--- config.mk ---
export PLATFORM = sky130hd
export DESIGN_NAME = tail_light_seq
export DESIGN_NICKNAME = d
export VERILOG_FILES = /design/src/rtl/tail_light_seq.sv
export SDC_FILE = /design/constraint.sdc
export NUM_CORES = 1
export LEC_CHECK = 0
export ABC_CLOCK_PERIOD_IN_PS = 2000
export CAP_MARGIN = 20
export CORE_ASPECT_RATIO = 1.1
export CORE_MARGIN = 2
export CORE_UTILIZATION = 51
export CTS_CLUSTER_DIAMETER = 30
export DETAILED_ROUTE_END_ITERATION = 10
export PLACE_DENSITY_LB_ADDON = 0.3
export SYNTH_ARGS = -nofsm -noshare
export SYNTH_HDL_FRONTEND = slang
export SYNTH_SLANG_ARGS = --single-unit
--- constraint.sdc ---
create_clock -name clk -period 2 [get_ports clk]
set_input_delay 0.4 -clock clk [delete_from_list [all_inputs] [get_ports clk]]
set_output_delay 0.4 -clock clk [all_outputs]
set_load 0.01 [all_outputs]
--- src/rtl/tail_light_seq.sv ---
`default_nettype none
// ============================================================================
// Module   : tail_light_seq
// Purpose  : Parametrised rear lamp sequencer with turn fill, hazard flash,
//            brake overlay and PWM-dimmed running lights.
// Revision : 1.0 - initial release
// ============================================================================
module tail_light_seq #(
    parameter int LAMPS      = 3,
    parameter int STEP_DIV   = 4,
    parameter int PWM_PERIOD = 4,
    parameter int DIM_DUTY   = 1
) (
    input  logic                 clk,
    input  logic                 rst,
    input  logic                 left,
    input  logic                 right,
    input  logic                 brk,
    input  logic                 hzd,
    input  logic                 rlight,
    output logic [2*LAMPS-1:0]   display
);

    localparam int c_W  = 2 * LAMPS;
    localparam int c_CW = $clog2(LAMPS + 1);
    localparam int c_PW = (STEP_DIV > 1) ? $clog2(STEP_DIV) : 1;
    localparam int c_MW = (PWM_PERIOD > 1) ? $clog2(PWM_PERIOD) : 1;

    localparam logic [c_PW-1:0] c_PRESC_LAST = c_PW'(STEP_DIV - 1);
    localparam logic [c_CW-1:0] c_CNT_LAST   = c_CW'(LAMPS);
    localparam logic [c_MW-1:0] c_PWM_LAST   = c_MW'(PWM_PERIOD - 1);

    typedef enum logic [1:0] {
        IDLE   = 2'd0,
        TURN_L = 2'd1,
        TURN_R = 2'd2,
        HAZARD = 2'd3
    } mode_t;

    mode_t             r_mode,  w_mode_d;
    logic [c_PW-1:0]   r_presc, w_presc_d;
    logic [c_CW-1:0]   r_cnt,   w_cnt_d;
    logic              r_phase, w_phase_d;
    logic [c_MW-1:0]   r_pwm,   w_pwm_d;
    logic [c_W-1:0]    w_disp_d;

    logic              w_tick;
    logic              w_dim;
    logic [LAMPS-1:0]  w_lpat;
    logic [LAMPS-1:0]  w_rpat;
    logic [LAMPS-1:0]  w_brk_side;
    logic [c_W-1:0]    w_pat;

    always_comb begin
        w_mode_d   = IDLE;
        w_presc_d  = r_presc;
        w_cnt_d    = r_cnt;
        w_phase_d  = r_phase;
        w_pwm_d    = r_pwm;
        w_tick     = (r_presc == c_PRESC_LAST);
        w_dim      = (int'(r_pwm) < DIM_DUTY);
        w_lpat     = '0;
        w_rpat     = '0;
        w_brk_side = brk ? '1 : '0;
        w_pat      = '0;
        w_disp_d   = '0;

        if (hzd || (left && right)) begin
            w_mode_d = HAZARD;
        end else if (left) begin
            w_mode_d = TURN_L;
        end else if (right) begin
            w_mode_d = TURN_R;
        end

        // A mode change restarts the step timing; brake alone never does.
        w_presc_d = w_tick ? '0 : r_presc + c_PW'(1);
        if (w_mode_d != r_mode) begin
            w_presc_d = '0;
            if (w_mode_d == TURN_L || w_mode_d == TURN_R) begin
                w_cnt_d = c_CW'(1);
            end
            if (w_mode_d == HAZARD) begin
                w_phase_d = 1'b1;
            end
        end else if (w_tick) begin
            if (r_mode == TURN_L || r_mode == TURN_R) begin
                w_cnt_d = (r_cnt == c_CNT_LAST) ? '0 : r_cnt + c_CW'(1);
            end
            if (r_mode == HAZARD) begin
                w_phase_d = ~r_phase;
            end
        end

        w_pwm_d = (r_pwm == c_PWM_LAST) ? '0 : r_pwm + c_MW'(1);

        // Left fills upward from its innermost lamp, right fills downward.
        for (int i = 0; i < LAMPS; i++) begin
            w_lpat[i] = (i < int'(r_cnt));
            w_rpat[i] = ((LAMPS - 1 - i) < int'(r_cnt));
        end

        case (r_mode)
            TURN_L:  w_pat = {w_lpat, w_brk_side};
            TURN_R:  w_pat = {w_brk_side, w_rpat};
            HAZARD:  w_pat = (r_phase || brk) ? '1 : '0;
            default: w_pat = brk ? '1 : '0;
        endcase

        w_disp_d = w_pat | {c_W{rlight & w_dim}};
    end

    always_ff @(posedge clk or negedge rst) begin
        if (!rst) begin
            r_mode  <= IDLE;
            r_presc <= '0;
            r_cnt   <= '0;
            r_phase <= 1'b0;
            r_pwm   <= '0;
            display <= '0;
        end else begin
            r_mode  <= w_mode_d;
            r_presc <= w_presc_d;
            r_cnt   <= w_cnt_d;
            r_phase <= w_phase_d;
            r_pwm   <= w_pwm_d;
            display <= w_disp_d;
        end
    end

endmodule
`default_nettype wire
==> reports/metrics.cfg <==
[route]
antenna_left=0
wl_microns=1590
drt_pass1_iterations=4
vias=654
drc=0
wire_per_inst_microns=13.7
avgViaCountPerCell=5.64
drt_iter0_drc=9

[yosys]
yosys_warnings=0
synthCells=77
synth_top_area_share_pct=45.4
yosysTopAreaCell=dfrtp_1
synth_xor_area_share_pct=1.06
synth_ff_type=dfrtp_1
synth_seq_cells=15
yosysMostFrequentCell=dfrtp_1
synth_adder_area_share_pct=16.6
syn_avg_cell_area_sq_um=10.7
synth_top_family_by_area=compound AO/OA/AOI/OAI gates
yosys-top-cells-area=dfrtp_1 45%, ha_1 17%, a21oi_1 4.8%, o21ai_0 4.2%, inv_1 3.2%
yosys.area_share.simple_pct=12.4
yosysSeqAreaShare_pct=45.4
synth_commonest_cells=15 x dfrtp_1, 11 x ha_1, 8 x a21oi_1
netlist_area_sq_um=827
synth_edf_count=0
syn-num-nets=95
synth_compound_area_share_pct=21.3
ys_types=27
synthMuxAreaShare_pct=0
async_flop_share_pct=100

[grt]
grt_overflow=0
track_usage_pct=17.7
antenna_found_initial=0
first_global_vias=595
grt_pass1_wl_microns=2500
grt_max_degree=16

[setup_path]
startpoint_type=primary input
cp_top_family=compound AO/OA/AOI/OAI gates
reg2reg_to=r_cnt[0]
worstSetupPathType=primary input to flip-flop
r2r-start=r_mode[0]
slowest_delay_ns=0.48
slowest_stage=clkdlybuf4s50_1
crit_path_end_kind=flip-flop
crit_cells=5
crit_path_max_fanout=6
r2r_cells=4
cp_num_buf_inv=1
required_ns=2.17
crit_chain=clkdlybuf4s50_1, or3_4, a211oi_4, nor2_2, a221o_1
cp.arrival_ns=2.02
reg2reg_slack_ns=0.33

[job]
maxCapViolCount=0

[floorplan]
start_util_pct=53.7
top_level_ports=13
core_area_sq_mm=0.00154
rows=15
fp.dieH_microns=46.2
dieArea_sq_mm=0.00196
die_w_microns=42.4

[cells_and_area]
fin_util_pct=67.6
final_area_sq_mm=0.00104
antenna_cells=0
fin_cells=116
areaGrowthSynthToFinish_pct=25.9
drive_above_1_share_pct=16.2
nets=118

[hold_path]
min_path_cells=1
min_path_type=flip-flop to flip-flop
hold_end=r_presc[0]
hp-start=r_presc[0]

[clocking]
ctsHoldBuffers=0
cts_buffers=3
worstSkewPairLatency_ns=0.28
clk_pin_slew_ns=0.09
clockBufferDepth=2
cts_root_buf=clkbuf_4
h-tree-depth=1
cts_tree=done
postCtsSetupRepairBufs=0
cts_resized=0
clock-sinks=15

[power]
ir_drop_mv=0.332
p_per_area_mw_per_mm2=600
p_leak_nw=0.484

[placement]
io_buffers=12
gp_congestion=0.826
post-place-ws_ns=-0.161
placed_area_sq_mm=0.00101
placedCellCount=112
hpwl_microns=1200

[timing]
worst_slew_pin_slew_ns=0.650
min_period_ns=1.85
max-slew-margin-rel_pct=56.5
finalCritPeriodShare_pct=92.7
setup_viol=0
rsz0062_at_grt=no
fin_skew_ns=0.00241
final.setup.worst_slack_ns=0.147
hold_viol=0
holdWs_ns=0.451
fmax_mhz=540
drv_slew=0

[status]
status=finished clean

-- per-stage QoR --
step / total power, mW / setup TNS [ns]
floorplan: 0.397 / 0
finish: 0.625 / 0
global placement: 0.458 / -0.136
CTS: 0.634 / 0
global route: 0.659 / 0
detailed placement: 0.462 / -0.406
-- layer usage --
| metal | part of all wire [%] | vias to the layer above | track usage (%) |
|---|---|---|---|
| met3 | 4.8 | 6 | 3.92 |
| met4 | 2.8 | 0 | 9.38 |
| met1 | 39 | 308 | 17.1 |
| li1 | - | 318 | - |
| met5 | 0 | - | 0 |
| met2 | 53 | 22 | 35.1 |
-- area by class of cell --
type / instances / area (sq um)
fill: 123 / 498
multi-input combinational: 55 / 425
sequential: 15 / 375
timing repair buffer: 18 / 165
inverter: 7 / 26.3
clock buffer: 3 / 22.5
tap: 17 / 21.3
clock inverter: 1 / 5.00
-- worst register-to-register path, stage by stage (launching register included) --
cell and delay [ns]:
dfrtp_1 0.47, or3_4 0.37, a211oi_4 0.31, nor2_2 0.07, a221o_1 0.35
-- placed cells by master, fill, tap and decap left out, drive strengths merged --
| master | netlist | routed |
|---|---|---|
| o2111ai | 1 | 1 |
| clkdlybuf4s50 | 0 | 12 |
| o21bai | 1 | 1 |
| ha | 11 | 11 |
| o21ai | 8 | 8 |
| or2 | 4 | 4 |
| nor3 | 2 | 2 |
| and2 | 1 | 1 |
| clkbuf | 0 | 3 |
| or3 | 1 | 1 |
| a21oi | 8 | 8 |
| o31a | 1 | 1 |
| clkinv | 0 | 1 |
| a22oi | 1 | 1 |
| xor2 | 1 | 1 |
| buf | 0 | 6 |
| o22ai | 1 | 1 |
| inv | 7 | 7 |
| nand2 | 5 | 5 |
| o2111a | 1 | 1 |
| o211ai | 1 | 1 |
| dfrtp | 15 | 15 |
| a221o | 1 | 1 |
| a211oi | 1 | 1 |
| nor2 | 3 | 3 |
| o311ai | 1 | 1 |
| and3 | 1 | 1 |
-- cell families after synthesis --
| family | after synthesis |
|---|---|
| AO/OA/AOI/OAI | 26 |
| AND/OR/NAND/NOR | 17 |
| flip-flops | 15 |
| adder cells (fa/ha/maj) | 11 |
| buffers and inverters | 7 |
| XOR/XNOR | 1 |
-- state kept, by name, indices dropped and copies added, names as in the netlist --
register	count
r_phase	1
r_pwm	2
r_cnt	2
r_presc	2
display	6
r_mode	2
-- worst max path at each step --
stage	endpoint	slack (ns)	from
after detailed placement	r_cnt[0]	-0.16	hzd
after global placement	r_cnt[0]	-0.09	hzd
final	r_cnt[0]	0.15	hzd
after global routing	r_cnt[0]	0.09	hzd
after CTS	r_cnt[0]	0.15	hzd
after floorplan	r_cnt[0]	0.40	hzd
-- power by group --
| group | switching (mW) | internal [mW] |
|---|---|---|
| registers | 0.0108 | 0.321 |
| logic | 0.0605 | 0.0634 |
| clock network | 0.0949 | 0.0741 |
(Power assumes the default switching activity.)
